**src/rtl/rmw_input_shifter.sv**
```systemverilog
// Write-side field shifter for the configurable-aspect-ratio SRAM: places an LSB-aligned
// narrow write into its lane of a 32-bit macro row, using read-modify-write when W < 32.
module rmw_input_shifter #(
  parameter int DATA_W = 32,
  parameter int ROW_W  = 10,
  parameter int ADDR_W = 15
) (
  input  logic              clk,
  input  logic              rst_n,
  input  logic [2:0]        conf,
  input  logic              req_valid,
  output logic              req_ready,
  input  logic [ADDR_W-1:0] req_addr,
  input  logic [DATA_W-1:0] req_din,
  output logic              done,
  output logic              err,
  output logic              mem_en,
  output logic              mem_we,
  output logic [ROW_W-1:0]  mem_addr,
  output logic [DATA_W-1:0] mem_din,
  input  logic [DATA_W-1:0] mem_dout
);

  typedef enum logic [2:0] {
    S_IDLE,
    S_RD,
    S_MERGE,
    S_WR,
    S_ERR
  } state_e;

  state_e state_q, state_d;

  logic [2:0]        conf_q;
  logic [ADDR_W-1:0] addr_q;
  logic [DATA_W-1:0] din_q;
  logic [DATA_W-1:0] merged_q, merged_d;
  logic              done_q;

  logic              accept;
  logic [DATA_W-1:0] width_mask;
  logic [DATA_W-1:0] field_mask;
  logic [4:0]        shamt;
  logic [ROW_W-1:0]  row;

  assign req_ready = (state_q == S_IDLE);
  assign accept    = req_valid & req_ready;

  // Geometry is decoded from the captured request only, so the macro interface
  // never sees a combinational path from req_* inputs.
  // NOTE: every signal written in an always_comb gets a default first; a path that
  // leaves one unassigned would infer a latch.
  always_comb begin
    width_mask = 32'hFFFF_FFFF;
    shamt      = 5'd0;
    row        = addr_q[ROW_W-1:0];
    case (conf_q)
      3'd1: begin
        width_mask = 32'h0000_FFFF;
        shamt      = {addr_q[0], 4'b0000};
        row        = addr_q[1 +: ROW_W];
      end
      3'd2: begin
        width_mask = 32'h0000_00FF;
        shamt      = {addr_q[1:0], 3'b000};
        row        = addr_q[2 +: ROW_W];
      end
      3'd3: begin
        width_mask = 32'h0000_000F;
        shamt      = {addr_q[2:0], 2'b00};
        row        = addr_q[3 +: ROW_W];
      end
      3'd4: begin
        width_mask = 32'h0000_0003;
        shamt      = {addr_q[3:0], 1'b0};
        row        = addr_q[4 +: ROW_W];
      end
      3'd5: begin
        width_mask = 32'h0000_0001;
        shamt      = addr_q[4:0];
        row        = addr_q[5 +: ROW_W];
      end
      default: ;
    endcase
  end

  assign field_mask = width_mask << shamt;
  assign merged_d   = (mem_dout & ~field_mask) | ((din_q & width_mask) << shamt);

  always_comb begin
    state_d = state_q;
    case (state_q)
      S_IDLE: begin
        if (accept) begin
          if (conf == 3'd0)      state_d = S_WR;
          else if (conf <= 3'd5) state_d = S_RD;
          else                   state_d = S_ERR;
        end
      end
      S_RD:    state_d = S_MERGE;
      S_MERGE: state_d = S_WR;
      S_WR:    state_d = S_IDLE;
      S_ERR:   state_d = S_IDLE;
      default: state_d = S_IDLE;
    endcase
  end

  // NOTE: sequential state uses non-blocking assignments so every register samples
  // pre-edge values regardless of statement order.
  always_ff @(posedge clk or negedge rst_n) begin
    if (!rst_n) begin
      state_q  <= S_IDLE;
      conf_q   <= 3'd0;
      addr_q   <= '0;
      din_q    <= '0;
      merged_q <= '0;
      done_q   <= 1'b0;
    end else begin
      state_q <= state_d;
      done_q  <= (state_q == S_WR);
      if (accept) begin
        conf_q <= conf;
        addr_q <= req_addr;
        din_q  <= req_din;
      end
      if (state_q == S_MERGE) merged_q <= merged_d;
    end
  end

  // Full-width writes bypass the merge register and take the captured data as-is.
  always_comb begin
    mem_en   = (state_q == S_RD) || (state_q == S_WR);
    mem_we   = (state_q == S_WR);
    mem_addr = row;
    mem_din  = '0;
    if (state_q == S_WR) mem_din = (conf_q == 3'd0) ? din_q : merged_q;
  end

  assign done = done_q;
  assign err  = (state_q == S_ERR);

endmodule

```
**config.mk**
```make
export PLATFORM = sky130hd
export DESIGN_NAME = rmw_input_shifter
export DESIGN_NICKNAME = d
export VERILOG_FILES = /design/src/rtl/rmw_input_shifter.sv
export SDC_FILE = /design/constraint.sdc
export NUM_CORES = 1
export LEC_CHECK = 0
export CORE_ASPECT_RATIO = 0.8
export CORE_MARGIN = 2
export CORE_UTILIZATION = 45
export DETAILED_ROUTE_END_ITERATION = 12
export GPL_TIMING_DRIVEN = 1
export PLACE_DENSITY_LB_ADDON = 0.12
export RECOVER_POWER = 25
export REMOVE_ABC_BUFFERS = 1
export SYNTH_ARGS = -nofsm -noshare
export SYNTH_HDL_FRONTEND = slang
export SYNTH_SLANG_ARGS = --single-unit
```
**constraint.sdc**
```tcl
create_clock -name clk -period 6.1 [get_ports clk]
set_clock_uncertainty 0.05 [all_clocks]
set_input_delay 1.22 -clock clk [delete_from_list [all_inputs] [get_ports clk]]
set_output_delay 1.22 -clock clk [all_outputs]
set_load 0.005 [all_outputs]
```
==> Word level (Yosys, flattened, before mapping) <==
Cells that the tools add are included.
{ "word_totals": {"register_bits": 86, "latch_bits": 0, "mem_bits_rw": 0, "romBits": 0, "wordCells": 37, "memories": 0} }
{ "classes": {"addsub": 0, "multipliers": 0, "n_div": 0, "magnitude_cmp": 1, "eq_ne": 10, "n_shift": 2, "n_mux": 9, "bitwise_logic": 5, "reduce_logical": 4} }
{ "op_table": {"columns": ["operator", "count"], "rows": [
  ["one-hot mux 32 bit (5 select lines)", 1],
  ["AND 32 bit", 2],
  ["two-way mux 32 bit", 2],
  ["<< shifter 32 x 5 -> 32 bit", 2],
  ["one-hot mux 10 bit (5 select lines)", 1],
  ["inverter 32 bit", 1],
  ["bitwise OR 32 bit", 1],
  ["one-hot mux 5 bit (5 select lines)", 1],
  ["== test 3 x 2 -> 1 bit, second input constant", 4],
  ["== test 3 bit, second input constant", 3],
  ["zero test 3 bit", 3],
  ["two-way mux 3 bit", 3],
  ["one-hot mux 3 bit (3 select lines)", 1],
  ["== test 3 x 1 -> 1 bit, second input constant", 2],
  ["less-or-equal comparator 3 bit, second input constant", 1],
  ["inequality test 2 x 1 -> 1 bit, second input constant", 1],
  ["AND 1 bit", 1],
  ["logical OR 1 bit", 1]
]} }

==> Depth between registers and ports, before layout <==
Gate-level depths: netlist of run 1.
{ "depth": {"word_depth": 6, "mapped_depth": 13} }

==> Worst setup path after synthesis of run 1 <==
Ideal clock, no wire load.
{ "synth_timing": {"path_type": "register to output", "startpoint": "reg conf_q[1]", "endpoint": "out mem_addr[8]", "t_arrival_ps": 2106, "required_time_ps": 4830, "slack_ps": 2724, "path_stages_with_launch": 11, "path_cell_list": "dfrtp_1 -> buf_6 -> clkbuf_1 -> inv_1 -> ha_1 -> buf_2 -> nand2_2 -> buf_2 -> buf_1 -> nor2_1 -> a21oi_1"} }
{ "synth_via": {"elab_chain_cells": 2, "word_cells_on_any_way": 6, "classes_between": "eq/ne: 5; mux: 1"} }
{ "synth_rtl": {"columns": ["element", "line", "text"], "rows": [
  ["start, declared", "34", "logic [2:0] conf_q;"],
  ["start signal, assigned", "122", "conf_q <= conf;"],
  ["== test 3 bit (tied with other cells)", "57", "case (conf_q)"],
  ["one-hot mux 10 bit (5 select lines) (*)", "57", null],
  ["end, declared", "19", "output logic [ROW_W-1:0] mem_addr,"]
]} }
Mark *: on every way between the ends. The rest lies on a longest branch, timed or not.

==> Worst setup path in the final report of run 1 <==
Ends and elaborated chain as after synthesis.

==> metrics, run 1 <==
status complete, but fails checks; failing checks max-capacitance violations, max-slew violations; RSZ-0062 raised after global routing false; Setup Viol. Count Final 0; post-CTS resize count 0; CP startpoint conf_q[1]; routed vias 5806; CTS Sinks 86; YS warnings 0; share of cells above drive strength 1 0.131; Syn Area/Cell 8.57 sq um; max-cap violation count 2; worst slew pin tran 2.24 ns; Compound-Gate Fraction of Synth Area 0.268; Post-synth EDFFs 0; maximum root-to-sink buffer count 2; critical path class reg2out; vias per cell 6.05; Detailed Place HPWL 12900 microns; # diodes 0; Netlist Area Pre-Place 0.00586 sq mm; Initial Utilization 0.459; Worst VDD drop 0.000325 V; Placement Rows 37; Netlist cell types 78; WL final 18600 microns; initial antenna violation count 0; mux contribution to synthesized area 0.117; worst setup slack after layout 1.39 ns; Tmin final 4.71 ns; Post-synth top flop dfrtp_1; first-pass iteration count of the detailed router 7; #FFs+latches synth 86; Leak 2.89 nW; WL per Instance 19.3 microns; initial drt markers 440; GRT Overall Usage 0.273; Mapped Cells 684; first-pass GRT wire length 30200 microns; vias in the first global route 5681; largest net degree at the start of global routing 54; worst reg2reg path startpoint conf_q[1]; Final Hold Fails 0; nets 868; Die H 106 microns; fmax 212 MHz; hold path startpoint merged_q[0]; Seq/Total Area, Yosys 0.367; period utilization 0.772; total CTS buffers 9; Overflow after GRT 0; clock latency on the worst-skew pair 0.35 ns; sum of negative setup slack 0 ns; Post-CTS Setup Inserts 0; WP data arrival 3.44 ns; dpl cells 945; Post-Synth XOR/XNOR Area 0.00448; residual DRC count 0; Port Buf Inserts 131; fillers 1152; Final ANT Viol Nets 0; crit end category output port; CP Max Fanout 24; GPL Wtd Cong 0.968; Die Width 132 microns; Max Slew Vio Count 74; Crit path required time 4.83 ns; area grow syn2layout 27.6%; Worst Hold Class reg2reg; Post-Synth Adder-Cell Area 0.00427; pwr/cell area 691 mW/mm^2; CTS Root Cell clkbuf_16; Simple-Gate Fraction of Synth Area 0.192; Startpoint Class flip-flop; clock transition at the registers of the reported paths 0.06 ns; # hold bufs at CTS 0; Non-Filler Instances 960; largest family of logic cells by synthesized area compound AO/OA/AOI/OAI gates; CTS tree done; H-tree depth 3; I/O pin cnt 132; placeable core region 0.0128 sq mm; Post-synth ARST share 1.00; full die area 0.0140 sq mm; pre-CTS setup slack 1.78 ns; Slew headroom -0.494
critical path: stages, from the launching register on:
cell	delay [ns]
dfrtp_1	0.81
inv_1	0.18
ha_1	0.78
nand2_2	0.53
a21oi_1	0.27
clkdlybuf4s50_1	0.52
Yosys cell counts (5+ instances only):
master | instances | area (sq um)
a211oi_1 | 7 | 52.6
a21oi_1 | 76 | 380
a221oi_1 | 9 | 78.8
a22oi_1 | 16 | 120
a31oi_1 | 14 | 87.6
buf_2 | 6 | 30.0
buf_4 | 7 | 52.6
clkbuf_1 | 33 | 124
dfrtp_1 | 86 | 2150
mux2_2 | 51 | 574
mux2i_1 | 6 | 60.1
nand2_1 | 112 | 420
nand2b_1 | 5 | 31.3
nand3_1 | 20 | 100
nand4_1 | 5 | 31.3
nor2_1 | 54 | 203
nor2b_1 | 6 | 37.5
nor3_1 | 9 | 45.0
o211ai_1 | 5 | 37.5
o21a_1 | 6 | 45.0
o21ai_0 | 37 | 185
o21ai_1 | 7 | 35.0
metrics by stage:
stage	util	area, sq um	power, W	hold slack, ns
CTS	0.586	7490	0.00512	0.434
detailed placement	0.563	7200	0.00454	0.420
finish	0.586	7480	0.00517	0.433
floorplan	-	5600	0.00331	0.400
global route	0.586	7480	0.00557	0.462
global placement	0.563	7200	0.00448	0.415
worst paths after layout:
path | to | slack, ns | depth (start not counted)
worst min register to register | merged_q[0] | 0.43 | 2
worst min-delay path | merged_q[0] | 0.43 | 2
min in group asynchronous | addr_q[12] | 1.48 | 1
worst max-delay path | mem_addr[8] | 1.39 | 5
worst max register to register | merged_q[0] | 2.02 | 8
max in group asynchronous | merged_q[11] | 2.90 | 2
report_power, final:
part	internal (W)	switching (W)	total (W)	leakage (nW)
Clock	0.000325	0.000229	0.000554	0.141
Sequential	0.000867	0.000376	0.00124	1.02
Combinational	0.00144	0.00193	0.00337	1.74
Total	0.00263	0.00254	0.00517	2.89
kinds of logic after synthesis:
group	count (synthesis)
AND/OR/NAND/NOR	243
AO/OA/AOI/OAI	232
flip-flops	86
multiplexers	60
buffers and inverters	58
XOR/XNOR	3
adder cells (fa/ha/maj)	2
registers in the layout, summed over array words and instances, names as in the netlist:
register and cells:
merged_q 32, conf_q 3, din_q 32, state_q 3, done 1, addr_q 15
cells in the final DEF (no fill, tap or decap), drive strengths merged, types with 8 or more instances in the layout:
master	instances
dfrtp	86
nand3	21
a21oi	76
clkdlybuf4s50	129
buf	8
nor2	58
nand2	115
clkbuf	13
a22oi	17
o21ai	46
mux2	52
mux2i	8
nor3	10
a221oi	9
a211oi	8
a31oi	14
per-layer routing:
layer	routed length (microns)	global-route usage	vias to the layer above
met5	0	0	-
met4	297	0.0893	0
met3	1400	0.0601	27
met2	8150	0.407	265
met1	8730	0.392	2804
li1	-	-	2710
layout make-up:
type                            count  area [sq um]  area share
Clock buffer                       11           243      0.0324
Clock inverter                      4          47.5     0.00635
Inverter                            4          15.0     0.00201
Multi-Input combinational cell    540          3440       0.459
Sequential cell                    86          2150       0.288
Tap cell                          175           219      0.0293
Timing Repair Buffer              140          1370       0.183
No activity file was read; power rests on OpenSTA's default activity.
==> run 2: changes to the inputs <==
- clock period: 6.1 -> 4.7 ns (I/O delays scaled with it)
==> run 2 against run 1 <==
- the flow still finishes with violations (max-capacitance violations, max-slew violations)
- combinational power up 33%
- critical path depth is 2 higher
- routed wire length rose by 4.4%
- critical endpoint is now mem_addr[7]
- final area grew 1.1%
- via count increased by 1.3%
- setup slack got worse by 1.0 ns
- non-clock buffer count rose by 3
- sequential cell count did not move
- register-to-register slack got worse by 1.1 ns
- sequential power increased by 29%
- largest cell class unchanged
- global-route usage rose by 0.87 points
==> metrics, run 2 (synthesis gave the netlist of run 1 again) <==
status complete, but fails checks (unchanged); failing checks max-capacitance violations, max-slew violations (unchanged); Final ANT Viol Nets 0 (unchanged); WL per Instance 20.1 microns (was 19.3 microns); GPL Wtd Cong 0.958 (was 0.968); H-tree depth 3 (unchanged); GRT Overall Usage 0.281 (was 0.273); met1 GRT Util 0.405 (was 0.392); initial drt markers 593 (was 440); Worst VDD drop 0.000445 V (was 0.000325 V); Die Width 132 microns (unchanged); critical path class reg2out (unchanged); Crit path required time 3.71 ns (was 4.83 ns); max-cap violation count 2 (unchanged); vias in the first global route 5647 (was 5681); Post-CTS Setup Inserts 0 (unchanged); clock latency on the worst-skew pair 0.35 ns (about the same); placeable core region 0.0128 sq mm (unchanged); CTS Sinks 86 (unchanged); GRT busiest layer met2 (unchanged); largest net degree at the start of global routing 46 (was 54); area grow syn2layout 28.9% (was 27.6%); sum of negative setup slack 0 ns (unchanged); routed vias 5884 (was 5806); Detailed Place HPWL 13700 microns (was 12900 microns); fmax 230 MHz; first-pass iteration count of the detailed router 9 (was 7); Final Hold Fails 0 (unchanged); # hold bufs at CTS 0 (unchanged); full die area 0.0140 sq mm (unchanged); Initial Utilization 0.459 (unchanged); Startpoint Class flip-flop (unchanged); Largest regs din_q (32), merged_q (32), addr_q (15) (unchanged); maximum root-to-sink buffer count 2 (unchanged); I/O pin cnt 132 (unchanged); Overflow after GRT 0 (unchanged); total CTS buffers 9 (unchanged); initial antenna violation count 0 (unchanged); clock transition at the registers of the reported paths 0.06 ns (about the same); share of cells above drive strength 1 0.136 (was 0.131); # diodes 0 (unchanged); commonest cells after routing, fill and taps aside 129 x clkdlybuf4s50_1, 112 x nand2_1, 86 x dfrtp_1 (unchanged); pwr/cell area 916 mW/mm^2 (was 691 mW/mm^2); Slew headroom -0.697 (was -0.494); grt met2 use 0.435 (was 0.407); Design Area, Final 0.00756 sq mm (was 0.00748 sq mm); first-pass GRT wire length 31100 microns (was 30200 microns); DP Area 0.00722 sq mm (was 0.00720 sq mm); met3 usage 0.0553 (was 0.0601); RSZ-0062 raised after global routing false (unchanged); residual DRC count 0 (unchanged); leading cell type in the layout, fill and taps excluded clkdlybuf4s50_1 (unchanged); Die H 106 microns (unchanged); post-CTS resize count 0 (unchanged); period utilization 0.924; CTS tree done (unchanged); Max Slew Vio Count 80 (was 74); WP data arrival 3.35 ns (was 3.44 ns); worst slew pin tran 2.55 ns (was 2.24 ns); CP Max Fanout 25 (was 24); Worst Hold Class reg2reg (unchanged); vias per cell 6.10 (was 6.05); Port Buf Inserts 131 (unchanged); nets 871 (was 868); Tmin final 4.34 ns; Leak 2.93 nW (was 2.89 nW); WL final 19400 microns (was 18600 microns); Placement Rows 37 (unchanged); Setup Viol. Count Final 0 (unchanged); crit end category output port (unchanged); CTS Root Cell clkbuf_16 (unchanged)
## run 2: final cells by class
class	instances	area [sq um]
multi-input cells	540	3440
inverters	4	15.0
repair buffers	143	1390
clock buffers	11	243
well taps	175	219
fillers	1158	5220
flip-flops and latches	86	2150
clock inverters	5	106
## run 2: worst paths after layout
| kind | from | to | slack [ns] | cells after the start |
|---|---|---|---|---|
| max | conf_q[2] | mem_addr[7] | 0.36 | 7 |
| min | merged_q[0] | merged_q[0] | 0.43 | 2 |
| max reg2reg | conf_q[1] | merged_q[0] | 0.89 | 8 |
| min reg2reg | merged_q[0] | merged_q[0] | 0.43 | 2 |
| max in group asynchronous | rst_n | merged_q[1] | 1.16 | 2 |
| min in group asynchronous | rst_n | state_q[1] | 1.32 | 1 |
## run 2: worst max-delay path, cell delays in order (launching register included)
cell and delay [ns]:
dfrtp_1 0.88, nor2b_1 0.78, a22o_1 0.28, nor2_1 0.05
a211oi_1 0.24, a21oi_1 0.07, a21oi_1 0.19, clkdlybuf4s50_1 0.52
## run 2: per-layer routing
| layer | share of wire | vias up |
|---|---|---|
| li1 | - | 2714 |
| met1 | 0.45 | 2843 |
| met2 | 0.45 | 301 |
| met3 | 0.086 | 26 |
| met4 | 0.015 | 0 |
| met5 | 0 | - |
## run 2: through the flow
stage,setup slack [ns],total power [W],cells,hold slack [ns],utilization
2_1_floorplan,0.928,0.00429,630,0.400,-
3_3_place_gp,0.908,0.00589,948,0.414,0.565
3_5_place_dp,0.775,0.00599,948,0.420,0.565
4_1_cts,0.408,0.00686,964,0.434,0.593
5_1_grt,0.103,0.00741,964,0.462,0.592
6_report,0.356,0.00693,964,0.433,0.592
## run 2: where the power goes
part | switching [W] | internal, W | leakage (nW)
sequential | 0.000473 | 0.00113 | 1.02
clock | 0.000301 | 0.000535 | 0.166
combinational | 0.00260 | 0.00189 | 1.75
